--- src/rtl/dmem_arbiter_if.sv ---
// dmem_arbiter_if: bundle of both requester ports and the data-memory bus for dmem_arbiter.
// slave is the arbiter's view; master is the requesters plus memory side.
interface dmem_arbiter_if #(parameter int ADDR_W = 32);
    logic p0_req, p0_we, p0_signed, p0_ack, p0_err;
    logic [1:0] p0_size;
    logic [ADDR_W-1:0] p0_addr;
    logic [31:0] p0_wdata, p0_rdata;
    logic p1_req, p1_we, p1_signed, p1_ack, p1_err;
    logic [1:0] p1_size;
    logic [ADDR_W-1:0] p1_addr;
    logic [31:0] p1_wdata, p1_rdata;
    logic mem_we;
    logic [3:0] mem_be;
    logic [ADDR_W-1:0] mem_a;
    logic [31:0] mem_wd, mem_rd;
    modport slave (
        input p0_req, p0_we, p0_signed, p0_size, p0_addr, p0_wdata,
        input p1_req, p1_we, p1_signed, p1_size, p1_addr, p1_wdata,
        output p0_ack, p0_err, p0_rdata, p1_ack, p1_err, p1_rdata,
        output mem_we, mem_be, mem_a, mem_wd,
        input mem_rd
    );
    modport master (
        output p0_req, p0_we, p0_signed, p0_size, p0_addr, p0_wdata,
        output p1_req, p1_we, p1_signed, p1_size, p1_addr, p1_wdata,
        input p0_ack, p0_err, p0_rdata, p1_ack, p1_err, p1_rdata,
        input mem_we, mem_be, mem_a, mem_wd,
        output mem_rd
    );
endinterface

--- src/rtl/dmem_arbiter.sv ---
// dmem_arbiter: two-requester data-memory arbiter with byte/half/word access and load extension.
// Define DMEM_ARB_RR_EN for round-robin arbitration; otherwise port 0 wins simultaneous requests.
module dmem_arbiter #(parameter int ADDR_W = 32) (
    input logic clk,
    input logic reset,
    dmem_arbiter_if.slave bus
);
    typedef enum logic [1:0] {IDLE, ACCESS, DONE} state_t;
    state_t state;
    logic id, we, sgn, bad, win, w_we, w_sgn, w_bad;
    logic [1:0] size, lo, w_size;
    logic [ADDR_W-1:0] w_addr;
    logic [3:0] w_be;
    logic [31:0] w_wdata, w_wd, sh, ld;
`ifdef DMEM_ARB_RR_EN
    logic last;
    assign win = (bus.p0_req && bus.p1_req) ? ~last : bus.p1_req;
`else
    assign win = ~bus.p0_req;
`endif
    always_comb begin
        w_we = win ? bus.p1_we : bus.p0_we;
        w_sgn = win ? bus.p1_signed : bus.p0_signed;
        w_size = win ? bus.p1_size : bus.p0_size;
        w_addr = win ? bus.p1_addr : bus.p0_addr;
        w_wdata = win ? bus.p1_wdata : bus.p0_wdata;
        w_bad = w_size == 2'd3 || (w_size == 2'd1 && w_addr[0]) || (w_size == 2'd2 && w_addr[1:0] != 2'd0);
        w_be = w_size == 2'd0 ? 4'b0001 << w_addr[1:0] : w_size == 2'd1 ? 4'b0011 << w_addr[1:0] : 4'b1111;
        w_wd = w_size == 2'd0 ? {4{w_wdata[7:0]}} : w_size == 2'd1 ? {2{w_wdata[15:0]}} : w_wdata;
        sh = bus.mem_rd >> {lo, 3'b000};
        ld = size == 2'd0 ? {{24{sgn & sh[7]}}, sh[7:0]} :
             size == 2'd1 ? {{16{sgn & sh[15]}}, sh[15:0]} : sh;
    end
    // Memory strobes are registered at grant so they are stable for the whole ACCESS cycle.
    always_ff @(posedge clk or posedge reset) begin
        if (reset) begin
            state <= IDLE;
            {id, we, sgn, bad, size, lo} <= '0;
            bus.mem_we <= 1'b0;
            bus.mem_be <= 4'd0;
            bus.mem_a <= '0;
            bus.mem_wd <= 32'd0;
            {bus.p0_ack, bus.p0_err, bus.p1_ack, bus.p1_err} <= 4'd0;
            bus.p0_rdata <= 32'd0;
            bus.p1_rdata <= 32'd0;
`ifdef DMEM_ARB_RR_EN
            last <= 1'b1;
`endif
        end else begin
            case (state)
                IDLE: if (bus.p0_req || bus.p1_req) begin
                    state <= ACCESS;
                    {id, we, sgn, bad, size, lo} <= {win, w_we, w_sgn, w_bad, w_size, w_addr[1:0]};
                    bus.mem_we <= w_we & ~w_bad;
                    bus.mem_be <= w_bad ? 4'd0 : w_be;
                    bus.mem_a <= {w_addr[ADDR_W-1:2], 2'b00};
                    bus.mem_wd <= w_wd;
`ifdef DMEM_ARB_RR_EN
                    last <= win;
`endif
                end
                ACCESS: begin
                    state <= DONE;
                    bus.mem_we <= 1'b0;
                    bus.mem_be <= 4'd0;
                    if (!bad && !we) begin
                        if (id) bus.p1_rdata <= ld;
                        else bus.p0_rdata <= ld;
                    end
                    {bus.p0_ack, bus.p0_err, bus.p1_ack, bus.p1_err} <= {~id, ~id & bad, id, id & bad};
                end
                DONE: begin
                    state <= IDLE;
                    {bus.p0_ack, bus.p0_err, bus.p1_ack, bus.p1_err} <= 4'd0;
                end
                default: state <= IDLE;
            endcase
        end
    end
endmodule

--- src/flat_wrapper.sv ---
// flat-port wrapper written by rule: the top's interface ports become plain ports
module dmem_arbiter_flat 
#(parameter int ADDR_W = 32)
  (clk, reset, bus_p0_req, bus_p0_we, bus_p0_signed, bus_p0_size, bus_p0_addr, bus_p0_wdata, bus_p1_req, bus_p1_we, bus_p1_signed, bus_p1_size, bus_p1_addr, bus_p1_wdata, bus_p0_ack, bus_p0_err, bus_p0_rdata, bus_p1_ack, bus_p1_err, bus_p1_rdata, bus_mem_we, bus_mem_be, bus_mem_a, bus_mem_wd, bus_mem_rd);
  dmem_arbiter_if #(.ADDR_W(ADDR_W)) bus_i ();
  input logic clk;
  input logic reset;
  input wire logic [$bits(bus_i.p0_req)-1:0] bus_p0_req;
  input wire logic [$bits(bus_i.p0_we)-1:0] bus_p0_we;
  input wire logic [$bits(bus_i.p0_signed)-1:0] bus_p0_signed;
  input wire logic [$bits(bus_i.p0_size)-1:0] bus_p0_size;
  input wire logic [$bits(bus_i.p0_addr)-1:0] bus_p0_addr;
  input wire logic [$bits(bus_i.p0_wdata)-1:0] bus_p0_wdata;
  input wire logic [$bits(bus_i.p1_req)-1:0] bus_p1_req;
  input wire logic [$bits(bus_i.p1_we)-1:0] bus_p1_we;
  input wire logic [$bits(bus_i.p1_signed)-1:0] bus_p1_signed;
  input wire logic [$bits(bus_i.p1_size)-1:0] bus_p1_size;
  input wire logic [$bits(bus_i.p1_addr)-1:0] bus_p1_addr;
  input wire logic [$bits(bus_i.p1_wdata)-1:0] bus_p1_wdata;
  output wire logic [$bits(bus_i.p0_ack)-1:0] bus_p0_ack;
  output wire logic [$bits(bus_i.p0_err)-1:0] bus_p0_err;
  output wire logic [$bits(bus_i.p0_rdata)-1:0] bus_p0_rdata;
  output wire logic [$bits(bus_i.p1_ack)-1:0] bus_p1_ack;
  output wire logic [$bits(bus_i.p1_err)-1:0] bus_p1_err;
  output wire logic [$bits(bus_i.p1_rdata)-1:0] bus_p1_rdata;
  output wire logic [$bits(bus_i.mem_we)-1:0] bus_mem_we;
  output wire logic [$bits(bus_i.mem_be)-1:0] bus_mem_be;
  output wire logic [$bits(bus_i.mem_a)-1:0] bus_mem_a;
  output wire logic [$bits(bus_i.mem_wd)-1:0] bus_mem_wd;
  input wire logic [$bits(bus_i.mem_rd)-1:0] bus_mem_rd;
  assign bus_i.p0_req = bus_p0_req;
  assign bus_i.p0_we = bus_p0_we;
  assign bus_i.p0_signed = bus_p0_signed;
  assign bus_i.p0_size = bus_p0_size;
  assign bus_i.p0_addr = bus_p0_addr;
  assign bus_i.p0_wdata = bus_p0_wdata;
  assign bus_i.p1_req = bus_p1_req;
  assign bus_i.p1_we = bus_p1_we;
  assign bus_i.p1_signed = bus_p1_signed;
  assign bus_i.p1_size = bus_p1_size;
  assign bus_i.p1_addr = bus_p1_addr;
  assign bus_i.p1_wdata = bus_p1_wdata;
  assign bus_p0_ack = bus_i.p0_ack;
  assign bus_p0_err = bus_i.p0_err;
  assign bus_p0_rdata = bus_i.p0_rdata;
  assign bus_p1_ack = bus_i.p1_ack;
  assign bus_p1_err = bus_i.p1_err;
  assign bus_p1_rdata = bus_i.p1_rdata;
  assign bus_mem_we = bus_i.mem_we;
  assign bus_mem_be = bus_i.mem_be;
  assign bus_mem_a = bus_i.mem_a;
  assign bus_mem_wd = bus_i.mem_wd;
  assign bus_i.mem_rd = bus_mem_rd;
  dmem_arbiter #(.ADDR_W(ADDR_W)) u_core (.clk(clk), .reset(reset), .bus(bus_i));
endmodule
--- config.mk ---
export PLATFORM = sky130hd
export DESIGN_NAME = dmem_arbiter_flat
export DESIGN_NICKNAME = d
export VERILOG_FILES = /design/src/rtl/dmem_arbiter_if.sv /design/src/rtl/dmem_arbiter.sv /design/src/flat_wrapper.sv
export SDC_FILE = /design/constraint.sdc
export NUM_CORES = 1
export LEC_CHECK = 0
export CAP_MARGIN = 40
export CORE_UTILIZATION = 46
export DETAILED_ROUTE_END_ITERATION = 7
export GPL_TIMING_DRIVEN = 0
export MAX_ROUTING_LAYER = met4
export PLACE_DENSITY = 0.86
export SYNTH_ARGS = -nofsm -noshare
export SYNTH_HDL_FRONTEND = slang
export SYNTH_SLANG_ARGS = --single-unit
--- constraint.sdc ---
create_clock -name clk -period 10.7 [get_ports clk]
set_input_delay 2.14 -clock clk [delete_from_list [all_inputs] [get_ports clk]]
set_output_delay 2.14 -clock clk [all_outputs]
set_load 0.02 [all_outputs]
Word level (Yosys, flattened, before mapping)
Cells that the tools add are included.

operators by class
  eq/ne operators = 7
  shift-type cells = 3
  multiplexer cells = 22
  bitwise logic cells = 8
  reductions and logical operators = 18

operators with widths
  cell                   number
  $mux W32               6
  $shr A32 B5 Y32        1
  $mux W4                4
  $pmux W1 S2            5
  $pmux W4 S2            1
  $eq A2 B1 Y1 const B   3
  $eq A2 B2 Y1 const B   3
  $logic_not A2 Y1       3
  $reduce_and A3 Y1      2
  $reduce_bool A2 Y1     3
  $and A1 B1 Y1          5
  $mux W2                2
  $pmux W2 S2            1
  $reduce_and A2 Y1      2
  $shl A1 B2 Y4 const A  1
  $shl A2 B2 Y4 const A  1
  $logic_and A1 B1 Y1    3
  $logic_or A1 B1 Y1     3
  $mux W1                3
  $not A1 Y1             3
  $logic_not A1 Y1       2
  $ne A2 B1 Y1 const B   1

word-level totals
  flip-flop bits (word level) = 145
  input bits = 172
  output and inout bits = 137
  logic and storage cells = 75

Depth between registers and ports, before layout
  word-level depth = 9
  gate-level depth with buffers = 8
  gate-level depth less buffers = 6

Worst setup path before layout
OpenSTA, ideal clock, no wires.

  kind = input port to flip-flop
  start = input bus_p0_req
  end = register u_core.bus.mem_be[0]
  library setup time = 0.066 ns
  data arrival time = 3.479 ns
  required time = 10.634 ns
  path slack = 7.154 ns
  stages on the path = 6
  buffers on the path = 1
  cells stage by stage = buf_2 > mux2i_1 > ha_1 > o21ai_0 > a211oi_2 > a22o_1

between the ends
  word-level cells in the longest chain between the ends = 8
  elaborated cells between the ends (all ways) = 21
  classes of those cells = 4 x eq/ne; 2 x shift; 7 x mux; 8 x reduce/logical

ends and longest elaborated chain
  item                                              line                   source
  start: declaration                                flat_wrapper.sv:8      input wire logic [$bits(bus_i.p0_req)-1:0] bus_p0_req;
  branches (longest 8 deep; another with $mux W32)  --
  end signal: assignment                            dmem_arbiter.sv:55     bus.mem_be <= w_bad ? 4'd0 : w_be;
  end: declaration                                  dmem_arbiter_if.sv:20  output mem_we, mem_be, mem_a, mem_wd,

Several ways; the timed one is not identified. The select of a mux whose other input is x is not followed.
A chain may end at the register's enable or synchronous reset.

Final worst setup path
  start = input bus_mem_rd[23]
  end = register u_core.bus.p0_rdata[24]

between the ends
  word-level cells in the longest chain between the ends = 4
  elaborated cells between the ends (all ways) = 5
  classes of those cells = 1 x shift; 2 x mux; 2 x bitwise

ends and longest elaborated chain
  item                    line                   source
  start: declaration      flat_wrapper.sv:30     input wire logic [$bits(bus_i.mem_rd)-1:0] bus_mem_rd;
  $shr A32 B5 Y32 (*)     dmem_arbiter.sv:30     sh = bus.mem_rd >> {lo, 3'b000};
  $and A1 B1 Y1           dmem_arbiter.sv:32     size == 2'd1 ? {{16{sgn & sh[15]}}, sh[15:0]} : sh;
  $mux W32                dmem_arbiter.sv:32
  $mux W32 (*)            dmem_arbiter.sv:31     ld = size == 2'd0 ? {{24{sgn & sh[7]}}, sh[7:0]} :
  end signal: assignment  dmem_arbiter.sv:68     else bus.p0_rdata <= ld;
  end: declaration        dmem_arbiter_if.sv:19  output p0_ack, p0_err, p0_rdata, p1_ack, p1_err, p1_rdata,

Every way passes the cells marked *; elsewhere a longest branch is shown, timed or not.

==> metrics.txt <==
run status=complete, no violations; initial cell density of the core=47.2%; register bit total from synthesis=145; vias per cell=5.61; Crit Path Class=in2reg; CTS tree=built; Yosys warning count=0; maximum number of pins on one net before global-route repair=88; endpoint class of the critical path=flop; required time of the critical path=10.98 ns; height of the die=127 µm; Slew Limit Headroom=57.8%; P per Cell Area=299 nW/µm²; detailed-router iteration count before antenna repair=5; flip-flop and latch area=3630 µm²; DRC=0; Final Net Count=1,243; commonest non-fill, non-tap cell in the layout=clkdlybuf4s50_1; wire length of the first global-routing pass=39,000 µm; final core area utilization=73.3%; multiplexer share of the synthesized area=14.2%; part of the Yosys area used for sequential elements=50.5%; largest delay contributor family on the critical path=buffers and inverters; overall routed net length=25,400 µm; EDFF count, synth=0; distinct cell type count after synthesis=39; Hold Buf Count CTS=0; number of buffers between clock root and the deepest sink=2; clk_skew=0.00759 ns; Die ar.=16,100 µm²; count of buffers inserted at the top-level ports=304; Crit path arrival time=4.01 ns; layout cell share with drive strength beyond 1=8.75%; number of levels the H-tree was split into=4; launch instance of the worst register-to-register path=u_core.state[1]; aggregate negative setup slack=0 ns; source-to-sink clock delay at the later pin of the worst-skew pair=0.43 ns; Crit Path Max Fanout=10; via count=7,091; area of the multi-input gates=3290 µm²; final estimated routing congestion in global placement=0.939; CTS buffer count=17; Setup WS post-layout=6.97 ns; pins over their slew limit=0; Post-Place Worst Slack=6.55 ns; Std-Cell Rows=45; worst-margin pin slew=0.631 ns; post-route clock period utilization=34.9%; most frequent cells in the layout=clkdlybuf4s50_1, nand2_1, dfrtp_1; sort of element at the start of the critical path=input pin; Synth Cell Area=7180 µm²; root buffer cell=clkbuf_16; f_max=268 MHz; area share of and/or/nand/nor cells after synthesis=13.6%; antenna violations before repair=3; post-synthesis average cell area=9.73 µm²; Worst IR Drop VDD=0.182 mV; HPWL after detailed placement=19,200 µm; Layout fillers=1,137; Die X-Extent=127 µm; number of global-route vias before repair=7,300; CP Cell Sequence=clkdlybuf4s50_1 -> mux4_2 -> a211o_1 -> buf_2 -> o21ai_1 -> a21oi_1; fraction of the mapped netlist area in adder cells=1.39%; asr flop ratio synth=100%; clock transition at the registers of the reported paths=0.06 ns; Iteration-0 DRC Markers=431; standard cell core area=15,200 µm²; Leak Pwr=4.83 nW; number of endpoints with negative hold slack in the final report=0; Primary FF master, synth=dfrtp_1; post-CTS setup buffers=0; Global Route Usage Sum=33.3%; per-cell routed wire length=20.1 µm; CTS sink cnt=145; Hold Crit Start=u_core.bus.p0_rdata[2]; post-cts gate resize count=0; highest cell delay on the worst timing path=0.56 ns; number of cells on the worst reg-to-reg path=6; synth-to-layout area growth=55.2%; main combinational cell family by area after synthesis=compound AO/OA/AOI/OAI gates; num ports=309; Maximum Capacitance Violations=0; shortest period the worst path allows=3.73 ns; Hold Crit Depth=2; final global-route overflow total=0; unrepaired setup endpoints after global routing=false; worst min-delay path category=reg2reg; beginning of the critical path=bus_mem_rd[23]; placed standard-cell area=10,500 µm²; cell at the slowest stage of the critical path=mux4_2; number of buffer and inverter stages on the critical path=2; instance count on the critical path=6; number of nets with antenna violations after detailed routing=0; Post-Synth XOR/XNOR Area=0%; Synth Area in Compound Gates=16.5%; final instance area=11,100 µm²; synthesized instance count=738; final setup violation count=0
-- synthesized netlist by cell type (3+ instances only) --
cell	count	area, µm²
buf_1	6	22.5
nand3b_1	3	22.5
nand2_1	146	548
o21ai_0	104	521
buf_4	3	22.5
mux2i_1	68	681
o21ai_1	5	25.0
a31oi_1	8	50.1
nor3_1	8	40.0
ha_1	8	100
a21o_1	7	52.6
o221a_1	16	180
nor2b_1	10	62.6
inv_1	10	37.5
mux2_2	28	315
a211oi_1	9	67.6
buf_2	23	115
nor2_1	44	165
a21oi_1	39	195
clkbuf_1	18	67.6
dfrtp_1	145	3630
a22o_1	6	52.6
-- area by class of cell --
cell class / count / share of cell area, %
multi-input combinational: 534 / 29.5
buffer: 50 / 2.04
inverter: 10 / 0.382
tap: 188 / 2.11
clock inverter: 11 / 1.67
antenna: 3 / 0.0674
timing repair buffer: 305 / 27.6
sequential: 145 / 32.6
clock buffer: 19 / 4.07
-- through the flow --
stage,hold slack [ns],instances,power (mW)
2_1_floorplan,0.504,739,1.86
3_3_place_gp,0.461,1231,2.63
3_5_place_dp,0.469,1232,2.67
4_1_cts,0.482,1262,3.34
5_1_grt,0.500,1265,3.51
6_report,0.479,1265,3.33
-- per-layer routing --
metal / global-route usage [%] / share of wire, %
met2: 56.5 / 51
met5: - / 0
met1: 36.4 / 37
met3: 8.65 / 9.0
met4: 15.7 / 3.6
-- cells by family (layout without fill, tap and decap cells) --
kind of cell | Yosys count | after routing
simple gates | 229 | 229
compound gates | 198 | 198
flops | 145 | 145
mux | 97 | 97
buf+inv | 60 | 395
fa+ha+maj | 8 | 8
other cells | 1 | 5
-- worst reg2reg max path: cells and delay by family (launching register included) --
| kind | cells | cell delay, ns |
|---|---|---|
| and+or+nand+nor | 2 | 1.06 |
| DFF | 1 | 0.38 |
| AOI/OAI and AO/OA | 1 | 0.15 |
| buffers and inverters | 2 | 0.41 |
| adders and majority gates | 1 | 0.25 |
-- final timing paths --
path | slack, ns | end
worst max register to register | 8.30 | u_core.bus.p0_rdata[30]
worst min register to register | 0.48 | u_core.bus.p0_rdata[2]
max in group asynchronous | 7.70 | u_core.bus.mem_wd[28]
worst max-delay path | 6.97 | u_core.bus.p0_rdata[24]
min in group asynchronous | 2.16 | u_core.bus.p1_rdata[21]
worst min-delay path | 0.48 | u_core.bus.p0_rdata[2]
-- state kept, by name, indices dropped and copies added, names as in the netlist, 2 cells and up --
signal               cells
u_core.bus.mem_a        30
u_core.lo                2
u_core.bus.p0_rdata     32
u_core.bus.mem_be        4
u_core.bus.p1_rdata     32
u_core.size              2
u_core.state             2
u_core.bus.mem_wd       32
-- where the power goes --
part	switching [mW]	internal [mW]	total (mW)	leakage, nW
clock	0.228	0.422	0.649	0.314
combinational	0.924	0.756	1.68	2.77
sequential	0.174	0.825	0.999	1.75
total	1.33	2.00	3.33	4.83
Note: power is estimated with default switching activity, not from simulation.
